## src/rtl/cpri_tx_pkg_arbiter_pkg.sv

```systemverilog
// Shared types, defaults and round-robin helpers for the CPRI TX packet-buffer arbiter.
package cpri_tx_pkg_arbiter_pkg;

    localparam int TIMEOUT_DEF = 64;
    localparam int AW_DEF      = 7;

    typedef enum logic [1:0] {
        IDLE  = 2'd0,
        GRANT = 2'd1,
        XFER  = 2'd2,
        GAP   = 2'd3
    } arb_state_e;

    // One-hot grant of the first set request at or after ptr, wrapping modulo n (n <= 8).
    function automatic logic [7:0] rr_pick(input logic [7:0] req, input logic [2:0] ptr, input int n);
        logic [7:0] gnt;
        logic       found;
        logic [3:0] sum;
        logic [2:0] idx;
        gnt   = 8'd0;
        found = 1'b0;
        for (int k = 0; k < 8; k++) begin
            sum = {1'b0, ptr} + 4'(k);
            if (sum >= 4'(n)) begin
                sum = sum - 4'(n);
            end else begin
                sum = sum;
            end
            idx = sum[2:0];
            if ((k < n) && !found && req[idx]) begin
                gnt[idx] = 1'b1;
                found    = 1'b1;
            end else begin
                found = found;
            end
        end
        return gnt;
    endfunction

    function automatic logic [2:0] oh_to_idx(input logic [7:0] oh);
        logic [2:0] idx;
        idx = 3'd0;
        for (int k = 0; k < 8; k++) begin
            idx = idx | (oh[k] ? 3'(k) : 3'd0);
        end
        return idx;
    endfunction

endpackage

```

## src/rtl/cpri_rr_arb.sv

```systemverilog
// Round-robin pick with a registered priority pointer; the pointer moves past the
// winner when the owner of the shared resource releases it.
module cpri_rr_arb
    import cpri_tx_pkg_arbiter_pkg::*;
#(
    parameter int NUM_REQ = 4
) (
    input  logic               clk,
    input  logic               rst_n,
    input  logic [NUM_REQ-1:0] i_req,
    input  logic               i_adv,
    input  logic [NUM_REQ-1:0] i_adv_gnt,
    output logic [NUM_REQ-1:0] o_pick
);

    localparam logic [2:0] LAST_IDX = 3'(NUM_REQ - 1);

    logic [2:0] ptr_q;
    logic [2:0] ptr_d;
    logic [2:0] won_idx;

    assign o_pick  = NUM_REQ'(rr_pick(8'(i_req), ptr_q, NUM_REQ));
    assign won_idx = oh_to_idx(8'(i_adv_gnt));

    // Next pointer: one past the released winner, wrapping at NUM_REQ.
    always_comb begin
        ptr_d = ptr_q;
        if (i_adv) begin
            ptr_d = (won_idx == LAST_IDX) ? 3'd0 : (won_idx + 3'd1);
        end else begin
            ptr_d = ptr_q;
        end
    end

    // Pointer register.
    always_ff @(posedge clk) begin
        if (!rst_n) begin
            ptr_q <= 3'd0;
        end else begin
            ptr_q <= ptr_d;
        end
    end

endmodule

```

## src/rtl/cpri_tx_pkg_arbiter.sv

```systemverilog
// Shares one CPRI TX packet-buffer write port among NUM_REQ package builders: grants a
// whole packet at a time, re-addresses and forwards words one cycle late, aborts stalls.
module cpri_tx_pkg_arbiter
    import cpri_tx_pkg_arbiter_pkg::*;
#(
    parameter int NUM_REQ = 4,
    parameter int DW      = 64,
    parameter int AW      = AW_DEF,
    parameter int TIMEOUT = TIMEOUT_DEF
) (
    input  logic                  clk,
    input  logic                  rst_n,
    input  logic [NUM_REQ-1:0]    i_req,
    input  logic [NUM_REQ-1:0]    i_vld,
    input  logic [NUM_REQ*DW-1:0] i_data,
    input  logic [NUM_REQ-1:0]    i_last,
    input  logic                  i_buf_rdy,
    output logic [NUM_REQ-1:0]    o_gnt,
    output logic                  o_cpri_wen,
    output logic [AW-1:0]         o_cpri_waddr,
    output logic [DW-1:0]         o_cpri_wdata,
    output logic                  o_cpri_wlast,
    output logic                  o_err_timeout,
    output logic                  o_err_ovf,
    output logic [15:0]           o_pkt_cnt
);

    localparam int            SW        = $clog2(TIMEOUT + 1);
    localparam logic [AW-1:0] IDX_MAX   = {AW{1'b1}};
    localparam logic [SW-1:0] STALL_MAX = SW'(TIMEOUT - 1);

    arb_state_e         state_q, state_d;
    logic [NUM_REQ-1:0] gnt_q, gnt_d, pick;
    logic [AW-1:0]      idx_q, idx_d;
    logic [SW-1:0]      stall_q, stall_d;
    logic               wen_q, wen_d, wlast_q, wlast_d;
    logic [AW-1:0]      waddr_q, waddr_d;
    logic [DW-1:0]      wdata_q, wdata_d;
    logic               tmo_q, tmo_d, ovf_q, ovf_d;
    logic [15:0]        pkt_cnt_q, pkt_cnt_d;
    logic               adv;
    logic               sel_vld, sel_last;
    logic [DW-1:0]      sel_data;

    cpri_rr_arb #(.NUM_REQ(NUM_REQ)) u_rr (
        .clk       (clk),
        .rst_n     (rst_n),
        .i_req     (i_req),
        .i_adv     (adv),
        .i_adv_gnt (gnt_q),
        .o_pick    (pick)
    );

    // Mux the granted source onto a single word lane.
    always_comb begin
        sel_vld  = 1'b0;
        sel_last = 1'b0;
        sel_data = {DW{1'b0}};
        for (int k = 0; k < NUM_REQ; k++) begin
            sel_vld  = sel_vld  | (i_vld[k]  & gnt_q[k]);
            sel_last = sel_last | (i_last[k] & gnt_q[k]);
            sel_data = sel_data | (i_data[k*DW +: DW] & {DW{gnt_q[k]}});
        end
    end

    // Packet FSM: next state, grant, counters and the registered write-port image.
    always_comb begin
        state_d   = state_q;
        gnt_d     = gnt_q;
        idx_d     = idx_q;
        stall_d   = stall_q;
        wen_d     = 1'b0;
        waddr_d   = {AW{1'b0}};
        wdata_d   = {DW{1'b0}};
        wlast_d   = 1'b0;
        tmo_d     = 1'b0;
        ovf_d     = 1'b0;
        pkt_cnt_d = pkt_cnt_q;
        adv       = 1'b0;
        case (state_q)
            IDLE: begin
                idx_d   = {AW{1'b0}};
                stall_d = {SW{1'b0}};
                if ((|i_req) && i_buf_rdy) begin
                    gnt_d   = pick;
                    state_d = GRANT;
                end else begin
                    state_d = IDLE;
                end
            end
            GRANT, XFER: begin
                if (sel_vld) begin
                    wen_d   = 1'b1;
                    waddr_d = idx_q;
                    wdata_d = sel_data;
                    stall_d = {SW{1'b0}};
                    idx_d   = idx_q + 1'b1;
                    if (sel_last) begin
                        wlast_d   = 1'b1;
                        pkt_cnt_d = pkt_cnt_q + 16'd1;
                        gnt_d     = {NUM_REQ{1'b0}};
                        adv       = 1'b1;
                        state_d   = GAP;
                    end else if (idx_q == IDX_MAX) begin
                        wlast_d = 1'b1;
                        ovf_d   = 1'b1;
                        gnt_d   = {NUM_REQ{1'b0}};
                        adv     = 1'b1;
                        state_d = GAP;
                    end else begin
                        state_d = XFER;
                    end
                end else if (stall_q == STALL_MAX) begin
                    // A packet already under way is closed with a zero dummy word.
                    wen_d   = (state_q == XFER);
                    waddr_d = (state_q == XFER) ? idx_q : {AW{1'b0}};
                    wlast_d = (state_q == XFER);
                    tmo_d   = 1'b1;
                    gnt_d   = {NUM_REQ{1'b0}};
                    adv     = 1'b1;
                    state_d = GAP;
                end else begin
                    stall_d = stall_q + SW'(1);
                end
            end
            GAP: begin
                state_d = IDLE;
            end
            default: begin
                gnt_d   = {NUM_REQ{1'b0}};
                state_d = IDLE;
            end
        endcase
    end

    // State, counters and output registers.
    always_ff @(posedge clk) begin
        if (!rst_n) begin
            state_q   <= IDLE;
            gnt_q     <= {NUM_REQ{1'b0}};
            idx_q     <= {AW{1'b0}};
            stall_q   <= {SW{1'b0}};
            wen_q     <= 1'b0;
            waddr_q   <= {AW{1'b0}};
            wdata_q   <= {DW{1'b0}};
            wlast_q   <= 1'b0;
            tmo_q     <= 1'b0;
            ovf_q     <= 1'b0;
            pkt_cnt_q <= 16'd0;
        end else begin
            state_q   <= state_d;
            gnt_q     <= gnt_d;
            idx_q     <= idx_d;
            stall_q   <= stall_d;
            wen_q     <= wen_d;
            waddr_q   <= waddr_d;
            wdata_q   <= wdata_d;
            wlast_q   <= wlast_d;
            tmo_q     <= tmo_d;
            ovf_q     <= ovf_d;
            pkt_cnt_q <= pkt_cnt_d;
        end
    end

    assign o_gnt         = gnt_q;
    assign o_cpri_wen    = wen_q;
    assign o_cpri_waddr  = waddr_q;
    assign o_cpri_wdata  = wdata_q;
    assign o_cpri_wlast  = wlast_q;
    assign o_err_timeout = tmo_q;
    assign o_err_ovf     = ovf_q;
    assign o_pkt_cnt     = pkt_cnt_q;

endmodule

```

## config.mk

```make
export PLATFORM = sky130hd
export DESIGN_NAME = cpri_tx_pkg_arbiter
export DESIGN_NICKNAME = d
export VERILOG_FILES = /design/src/rtl/cpri_tx_pkg_arbiter_pkg.sv /design/src/rtl/cpri_rr_arb.sv /design/src/rtl/cpri_tx_pkg_arbiter.sv
export SDC_FILE = /design/constraint.sdc
export NUM_CORES = 1
export LEC_CHECK = 0
export CORE_AREA = 2 2 141 143
export CTS_BUF_LIST = sky130_fd_sc_hd__clkbuf_16
export CTS_CLUSTER_SIZE = 30
export DETAILED_ROUTE_END_ITERATION = 7
export DIE_AREA = 0 0 143 145
export GPL_TIMING_DRIVEN = 0
export SLEW_MARGIN = 20
export SYNTH_ARGS = -nofsm -noshare
export SYNTH_HDL_FRONTEND = slang
export SYNTH_SLANG_ARGS = --single-unit
export TNS_END_PERCENT = 20
```

## constraint.sdc

```tcl
create_clock -name clk -period 2.8 [get_ports clk]
set_input_delay 0.56 -clock clk [delete_from_list [all_inputs] [get_ports clk]]
set_output_delay 0.56 -clock clk [all_outputs]
set_load 0.005 [all_outputs]
```

==> reports/qor.yml <==
rows: 51
tritoncts_num_sinks: 113
grt_max_degree: 17
ys_seq_area_share_pct: 43.6
status: "finished clean"
rsz0062_at_grt: "no"
drive_gt1_share_pct: 4.53
setup_viol: 0
syn_inst: 577
fin_cells: 1238
leakagePower_nw: 3.18
layout_common_cells: "clkdlybuf4s50_1, a22oi_1, dfxtp_1"
holdPathStages: 1
slowest_stage: "buf_1"
cts_hold_buf: 0
fin_tns_setup_ps: 0
start_kind: "input pin"
path_cells: "clkdlybuf4s50_1, a22oi_1, nand2_1, nand3_1, buf_2, buf_1, a21oi_1"
antenna_found_initial: 2
r2r_cells: 7
crit_arrival_ps: 2920
multiInputGateArea_um2: 2680
max_slew_margin_pct: 43.2
timing.final.hold_violations: 0
slowest_delay_ps: 480
io_pins: 366
netlist_area_um2: 5190
cts_tree: "done"
overflow: 0
initial_core_util_pct: 27.0
worstReg2RegStart: "u_rr.ptr_q[0]"
ctsResizeCount: 0
globalplace.congestion: 0.926
dpl_cell_area_um2: 9160
stdcell_area_um2: 9710
h-tree-depth: 4
period_share_pct: 95.3
ys_warn_count: 0
maxCapViolCount: 0
nets: 1243
worstMarginPinSlew_ps: 853
clkLatencyLatePin_ps: 410
power_w: 0.00474
syn_avg_cell_area_um2: 8.99
num_vias: 6334
regToRegEndpoint: "o_gnt[3]"
path_buf_inv: 3
drt_pass1_iterations: 7
die_h_um: 145
cp-end-kind: "register"
io_buffers: 364
worst_clock_skew_ps: 9.72
post_drt_wl_per_cell_um: 24.2
hold_path.class: "reg2reg"
ir_worst_vdd_mv: 0.413
dieArea_um2: 20700
ctsRootBufferMaster: "clkbuf_16"
grt_util_all_layers_pct: 27.9
synthFlopType: "dfxtp_1"
cp_max_fo: 10
place_inst: 1206
synth.distinct_cells: 48
p_per_area_nw_per_um2: 488
numCtsBuffers: 17
mostFrequentLayoutCell: "clkdlybuf4s50_1"
area_growth_pct: 87.3
async_flop_share_pct: 0
core_region_area_um2: 19200
whs_endpoint: "stall_q[6]"
ys_ff_latch: 113
filler_cell_count: 1877
drc: 0
hp-start: "stall_q[6]"
fmax_mhz: 375
path_class: "in2reg"
wirelength_mm: 30.0
cts_setup_buffers: 0
seqCellArea_um2: 2260
grt_pass1_wl_mm: 41.5
path_delay_family: "buffers and inverters"
fin_crit_ps: 2670
grt_pass1_vias: 6210
die_x_um: 143
drt_iter0_drc: 414
slew_viol_final: 0
clock_path_buffers: 2
synth_edf_count: 0
cp.required_ps: 3050
ant_nets: 0
post_drt_via_cell_ratio: 5.12
dp_hpwl_mm: 23.7
synth_fp_nets: 860
r2r_setup_slack_ps: 230
clkTransAtPathRegs_ps: 50
==> state kept, by name (all words and copies together) (netlist names), 2 cells and up <==
signal / count
o_cpri_wdata: 64
state_q: 2
stall_q: 7
o_cpri_waddr: 7
o_gnt: 4
idx_q: 7
u_rr.ptr_q: 2
o_pkt_cnt: 16
==> worst reg2reg max path: cells and delay by family, from the launching register on <==
kind	cells	cell delay, ps
AOI/OAI and AO/OA	2	370
adders and majority gates	1	330
DFF	1	420
muxes	1	590
and+or+nand+nor	1	430
buffers and inverters	2	330
==> cells in the mapped netlist, drive strengths merged, types with 2 or more instances <==
master,count,share of area (%)
a22oi,133,19
dfxtp,113,44
a21oi,76,7.3
clkbuf,38,2.8
nand2,26,1.9
nor2,24,1.7
o21ai,14,1.4
buf,13,1.1
inv,13,0.94
nand3,13,1.4
nand4,13,1.6
ha,12,2.9
and2,9,1.1
a31oi,8,0.96
or3,8,0.96
xor2,8,1.4
nor3,6,0.58
a221oi,5,0.96
o22ai,5,0.60
mux4,4,1.7
and3,3,0.36
or4,3,0.43
xnor2,3,0.51
a211oi,2,0.29
a22o,2,0.34
a311oi,2,0.34
and4,2,0.34
nor4,2,0.24
o211ai,2,0.29
o221a,2,0.43
==> power breakdown <==
part	total (W)	internal [W]	switching [W]
clock	0.00205	0.00128	0.000766
combinational	0.00104	0.000537	0.000504
sequential	0.00165	0.00163	0.0000208
==> metal layers <==
metal | part of all wire, % | up-vias | wire, µm | GRT usage, %
li1 | - | 2992 | - | -
met1 | 43 | 2976 | 12800 | 36.4
met2 | 42 | 328 | 12600 | 41.2
met3 | 13 | 36 | 3820 | 12.8
met4 | 2.3 | 2 | 675 | 8.22
met5 | 0.053 | - | 16 | 0
==> metrics by stage <==
stage	util [%]	hold slack, ps	worst slack, ps
after floorplan	-	449	545
after global placement	47.7	462	-258
after detailed placement	47.7	463	-264
after CTS	50.6	470	174
after global routing	50.6	498	0.434
final	50.6	472	131
==> cells by family after synthesis <==
group	share of synthesized area [%]
compound gates	33.2
xor+xnor	1.86
fa+ha+maj	2.89
buf+inv	4.80
flops	43.6
mux	2.15
simple gates	11.5
==> cell type report <==
type,instances,area share (%)
antenna,1,0.0258
buffer,51,2.06
clock buffer,17,4.38
clock inverter,14,1.28
inverter,13,0.502
multi-input combinational,400,27.6
sequential,113,23.3
tap,265,3.41
timing repair buffer,364,37.5
==> how the worst max path moves through the flow <==
stage,endpoint,start,cells after the start
3_5_place_dp,o_cpri_wdata[36],i_vld[2],7
5_1_grt,o_cpri_wdata[36],i_vld[2],7
6_report,o_cpri_wdata[36],i_vld[2],7
2_1_floorplan,o_gnt[3],u_rr.ptr_q[0],7
3_3_place_gp,o_cpri_wdata[36],i_vld[2],7
4_1_cts,o_cpri_wdata[36],i_vld[2],7
Power figures use the tool's default switching activity.
